<file path="src/rtl/pattern_scan_ctrl.sv">
// pattern_scan_ctrl
//   Row-multiplexed LED matrix sequencer. Latches a 5-row x 24-bit frame from
//   the pattern generator at the start of each refresh frame. It drives one
//   row at a time, with all-off blanking before every row. After each
//   FRAMES_PER_STEP refresh frames it pulses NextPattern, unless Hold is high.
//
//   Ports
//     clk           rising-edge clock
//     reset         asynchronous active-low reset
//     Enable        scan enable; low returns to IDLE on the next edge
//     Hold          suppresses NextPattern (refresh keeps running)
//     PatternSignal 120-bit frame, row r = bits [119-24r : 96-24r]
//     NextPattern   one-cycle step pulse to the pattern generator
//     RowSel        one-hot row enable (bit r = row r), registered
//     ColData       column data of the selected row, registered
//     FrameDone     one-cycle pulse after the last row of every frame
module pattern_scan_ctrl #(
   parameter int unsigned ROW_TICKS       = 1000,
   parameter int unsigned BLANK_TICKS     = 8,
   parameter int unsigned FRAMES_PER_STEP = 50
) (
   input  logic         clk,
   input  logic         reset,
   input  logic         Enable,
   input  logic         Hold,
   input  logic [119:0] PatternSignal,
   output logic         NextPattern,
   output logic [4:0]   RowSel,
   output logic [23:0]  ColData,
   output logic         FrameDone
);

   localparam int unsigned TickMax = (ROW_TICKS > BLANK_TICKS) ? ROW_TICKS : BLANK_TICKS;
   localparam int unsigned TickW   = (TickMax > 1) ? $clog2(TickMax) : 1;
   localparam int unsigned FcntW   = (FRAMES_PER_STEP > 1) ? $clog2(FRAMES_PER_STEP) : 1;

   localparam logic [TickW-1:0] blankLast = TickW'(BLANK_TICKS - 1);
   localparam logic [TickW-1:0] driveLast = TickW'(ROW_TICKS - 1);
   localparam logic [FcntW-1:0] fcntLast  = FcntW'(FRAMES_PER_STEP - 1);

   typedef enum logic [1:0] {
      IDLE,
      BLANK,
      DRIVE
   } scanState;

   scanState           state, stateNext;
   logic [2:0]         row, rowNext;
   logic [TickW-1:0]   tick, tickNext;
   logic [FcntW-1:0]   fcnt, fcntNext;
   logic [119:0]       shadow, shadowNext;
   logic               frameEnd;
   logic               stepPulse;
   logic [23:0]        rowData;
   logic [4:0]         rowSelNext;
   logic [23:0]        colDataNext;

   // Next-state logic. Enable low overrides everything, so an aborted frame
   // never reaches its frame end and raises no FrameDone/NextPattern.
   always_comb begin
      stateNext  = state;
      rowNext    = row;
      tickNext   = tick;
      fcntNext   = fcnt;
      shadowNext = shadow;
      frameEnd   = 1'b0;
      stepPulse  = 1'b0;

      if (!Enable) begin
         stateNext = IDLE;
         rowNext   = '0;
         tickNext  = '0;
      end else begin
         case (state)
            IDLE: begin
               stateNext = BLANK;
               rowNext   = '0;
               tickNext  = '0;
            end
            BLANK: begin
               if (tick == blankLast) begin
                  stateNext = DRIVE;
                  tickNext  = '0;
                  if (row == 3'd0) begin
                     shadowNext = PatternSignal;
                  end
               end else begin
                  tickNext = tick + 1'b1;
               end
            end
            DRIVE: begin
               if (tick == driveLast) begin
                  stateNext = BLANK;
                  tickNext  = '0;
                  if (row == 3'd4) begin
                     rowNext  = '0;
                     frameEnd = 1'b1;
                     if ((fcnt == fcntLast) && !Hold) begin
                        stepPulse = 1'b1;
                        fcntNext  = '0;
                     end else if (fcnt != fcntLast) begin
                        fcntNext = fcnt + 1'b1;
                     end
                  end else begin
                     rowNext = row + 3'd1;
                  end
               end else begin
                  tickNext = tick + 1'b1;
               end
            end
            default: begin
               stateNext = IDLE;
               rowNext   = '0;
               tickNext  = '0;
            end
         endcase
      end
   end

   // Outputs are registered from the *next* state. This makes the first DRIVE
   // cycle of row 0 show the frame being latched into the shadow on that same
   // edge.
   always_comb begin
      rowData = '0;
      case (rowNext)
         3'd0:    rowData = shadowNext[119:96];
         3'd1:    rowData = shadowNext[95:72];
         3'd2:    rowData = shadowNext[71:48];
         3'd3:    rowData = shadowNext[47:24];
         3'd4:    rowData = shadowNext[23:0];
         default: rowData = '0;
      endcase

      rowSelNext  = '0;
      colDataNext = '0;
      if (stateNext == DRIVE) begin
         rowSelNext  = 5'b00001 << rowNext;
         colDataNext = rowData;
      end
   end

   always_ff @(posedge clk or negedge reset) begin
      if (!reset) begin
         state       <= IDLE;
         row         <= '0;
         tick        <= '0;
         fcnt        <= '0;
         shadow      <= '0;
         RowSel      <= '0;
         ColData     <= '0;
         FrameDone   <= 1'b0;
         NextPattern <= 1'b0;
      end else begin
         state       <= stateNext;
         row         <= rowNext;
         tick        <= tickNext;
         fcnt        <= fcntNext;
         shadow      <= shadowNext;
         RowSel      <= rowSelNext;
         ColData     <= colDataNext;
         FrameDone   <= frameEnd;
         NextPattern <= stepPulse;
      end
   end

endmodule

</file>
<file path="config.mk">
export PLATFORM = sky130hd
export DESIGN_NAME = pattern_scan_ctrl
export DESIGN_NICKNAME = d
export VERILOG_FILES = /design/src/rtl/pattern_scan_ctrl.sv
export SDC_FILE = /design/constraint.sdc
export NUM_CORES = 1
export LEC_CHECK = 0
export BUFFER_PORTS_ARGS = -buffer_cell sky130_fd_sc_hd__buf_2
export CORE_ASPECT_RATIO = 0.7
export CORE_MARGIN = 8
export CORE_UTILIZATION = 60
export CTS_BUF_LIST = sky130_fd_sc_hd__clkbuf_16
export DETAILED_ROUTE_END_ITERATION = 6
export PLACE_DENSITY_LB_ADDON = 0.08
export SETUP_SLACK_MARGIN = 0.2
export SYNTH_ARGS = -nofsm -noshare
export SYNTH_HDL_FRONTEND = slang
export SYNTH_SLANG_ARGS = --single-unit
</file>
<file path="constraint.sdc">
create_clock -name clk -period 6.8 [get_ports clk]
set_input_delay 0.68 -clock clk [delete_from_list [all_inputs] [get_ports clk]]
set_output_delay 0.68 -clock clk [all_outputs]
set_load 0.03 [all_outputs]
</file>
==> results.md <==
* Final WS setup at ~2400 ps
* Outcome: finished clean
* Final nets at 1155
* Main synth FF type: dfrtp_1
* Req. time, crit path at 7130 ps
* Critical-path cell list: ha_1 -> nor4bb_4 -> o2111a_1 -> o22a_1 -> inv_2 -> nor3_4 -> o21ai_0 -> a31oi_1
* CTS tree: yes
* Fin Setup TNS at 0 ps
* DR DRC count at 0
* Routed vias at 6678
* Most frequent cell after synthesis: nand2_1
* Sequential power share at roughly 50%
* Post-DP HPWL at 14400 µm
* Met3 WL at around 1400 µm
* Yosys reg bits at approximately 170
* Fmax at roughly 0.23 GHz
* Internal power at around 0.0016 W
* Relative max-transition margin at 20.8%
* Post-CTS Setup Repair Bufs at 0
* # hold bufs at CTS at 0
* Final hold viol count at 0
* Post-synth cell types at 52
* DP Worst Slack at 2570 ps
* Actual slew at the worst max-slew pin at about 1200 ps
* Setup CP Type: flop to flop
* Max Cap Violations at 0
* Wire length on met1 at just under 10000 µm
* Starting density of the core at 61.2%
* Post-synth EDFFs at 0
* Vias per std cell at roughly 5.6
* CTS Sinks at 172
* Worst-path maximum fanout at 25
* Share of layout cells above drive strength 1 at 20.0%
* Tot GR Track Use at 24.2%
* Ys Warns at 0
* Clk root buf: clkbuf_16
* Clock power frac at 46.5%
* CP Capture Type: flop
* Area leader, netlist: dfrtp_1
* Top cells by area, synth: dfrtp_1 54%, nand2_1 18%, nand3_1 2.9%, o21ai_0 2.9%, mux4_2 2.2%
* Leak at roughly 5.2 nW
* PortBufs at 154
* Pin count of the biggest net entering global routing at 99
* Worst Setup EP: ColData[22]
* DIE HEIGHT at 113 µm
* Clk slew on worst S/H paths at 70 ps
* Die Area at around 0.017 mm²
* Share of the synthesized area in the top cell type at 53.5%
* CORE AREA at about 0.013 mm²
* Mapped Area at 0.00804 mm²
* Vias in the first global route at around 6700
* Antenna fix cells at 0
* R2r startpoint: tick[0]
* Critical path arrival at 4710 ps
* Peak supply drop at 202 µV
* Period utilization at 64.3%
* DRT Pass-1 Iters at 5
* R2R Path End: ColData[22]
* DRT Wirelength at 20800 µm
* Io pins at 155
* H-tree Lvls at 4
* Area added between synthesis and finish at 16.6%
* Power per standard cell area at 219 mW/mm²
* Slowest stage cell, crit path: nor3_4
* Met2 wire length at 9260 µm
* Chip width at 154 µm
* Hold Crit Class: primary input to asynchronous set/reset pin
* Clock Skews at around 11 ps
* Most frequent cells after synthesis: 387 x nand2_1, 172 x dfrtp_1, 46 x nand3_1, 46 x o21ai_0, 38 x nor2_1
* Routed len/inst at 17.3 µm
* Post-CTS sizing at 0
* Post-synth net total at 1031
* Sw Pwr at 0.000456 W
* Bufs on Longest Clock Path at 2
* Top Layer Used: met4
* Minimum clock period at 4370 ps
* Flop2flop setup slack at around 2400 ps
* Syn Inst Count at approximately 900
* Final Non-Filler Cells at 1200
* Mapped Avg Cell Area at 8.96 µm²
* Setup violators final at 0
* Placed insts at ~1200
* RSZ-0062 raised after global routing: false
* Slew Viols, Final at 0
* Global placement routability congestion at 0.843
* Cell row count at 35
* TritonCTS buffer count at 17
* Reg2reg path depth at 8
* Initial DRC Count at 566
* Initial antenna violation count at 0
* Clk_lat worst skew at roughly 420 ps
* Combinational Power Share at 3.5%
* Worst Setup SP: tick[0]
* First-pass GRT wire length at 33800 µm
* Async SR Flop Fraction at 100%
* Sequential area share after synthesis at 53.5%
* Startpoint types: flop
* Slowest stage delay, CP at roughly 910 ps
* Post-route ant nets at 0
* Global route total overflow at 0
* Sw frac at about 22%
-- flip-flops by register name, indices dropped and copies added, names as in the netlist --
name	count
shadow	120
tick	10
fcnt	6
FrameDone	1
NextPattern	1
state	2
ColData	24
RowSel	5
row	3
-- metrics by stage --
step,util [%],hold slack [ps],instance area (µm²),power [W]
finish,71.4,328,9380,0.00205
global route,71.4,397,9380,0.00211
CTS,71.4,369,9380,0.00206
detailed placement,67.0,446,8810,0.00112
global placement,67.0,437,8810,0.00112
floorplan,-,384,8040,0.00105
-- kinds of logic (layout without fill, tap and decap cells) --
| family | count (synthesis) | in the layout | share of synthesized area, % |
|---|---|---|---|
| simple gates | 507 | 507 | 26.0 |
| buf+inv | 64 | 200 | 3.95 |
| flops | 172 | 172 | 53.5 |
| xor+xnor | 8 | 8 | 0.871 |
| fa+ha+maj | 9 | 9 | 1.40 |
| compound gates | 112 | 112 | 8.66 |
| mux | 26 | 26 | 5.57 |
-- cell type report --
| class | instances | area [µm²] |
|---|---|---|
| Clock inverter | 14 | 146 |
| Tap cell | 166 | 208 |
| Inverter | 10 | 37.5 |
| Timing Repair Buffer | 159 | 815 |
| Sequential cell | 172 | 4300 |
| Fill cell | 1025 | 3760 |
| Multi-Input combinational cell | 662 | 3440 |
| Clock buffer | 17 | 425 |
-- worst min-delay path by stage --
stage	startpoint	endpoint	slack (ps)	cells after the start
floorplan	reset	ColData[0]	380	0
global placement	shadow[108]	shadow[108]	440	2
detailed placement	shadow[119]	shadow[119]	450	2
CTS	reset	shadow[78]	370	1
global route	reset	shadow[78]	400	1
finish	reset	shadow[78]	330	1
-- layout by cell type, fill, tap and decap left out, drive strengths merged, types with 15 or more instances in the layout --
cell	Yosys	layout
nand2	387	387
dfrtp	172	172
buf	29	159
nand3	47	47
o21ai	46	46
nor2	38	38
a21oi	24	24
clkbuf	25	17
a31oi	15	15
inv	10	15
-- power by group through the flow --
stage               registers [W]   logic (W)  clock network [W]
finish                    0.00102   0.0000728           0.000954
floorplan                 0.00104  0.00000984                  0
detailed placement        0.00104   0.0000735                  0
global placement          0.00104   0.0000730                  0
CTS                       0.00102   0.0000740           0.000960
global route              0.00102   0.0000817            0.00101
-- worst max-delay path, delay by kind of cell (launching register included) --
| family | cells | cell delay, ps |
|---|---|---|
| adder cells (fa/ha/maj) | 1 | 220 |
| AND/OR/NAND/NOR | 2 | 1520 |
| buffers and inverters | 1 | 420 |
| flip-flops | 1 | 390 |
| AO/OA/AOI/OAI | 4 | 1740 |
-- metal layers --
metal / track usage [%] / vias up
li1: - / 3217
met1: 35.7 / 3216
met2: 35.5 / 223
met3: 5.98 / 22
met4: 5.47 / 0
met5: 0 / -
(Power assumes the default switching activity.)
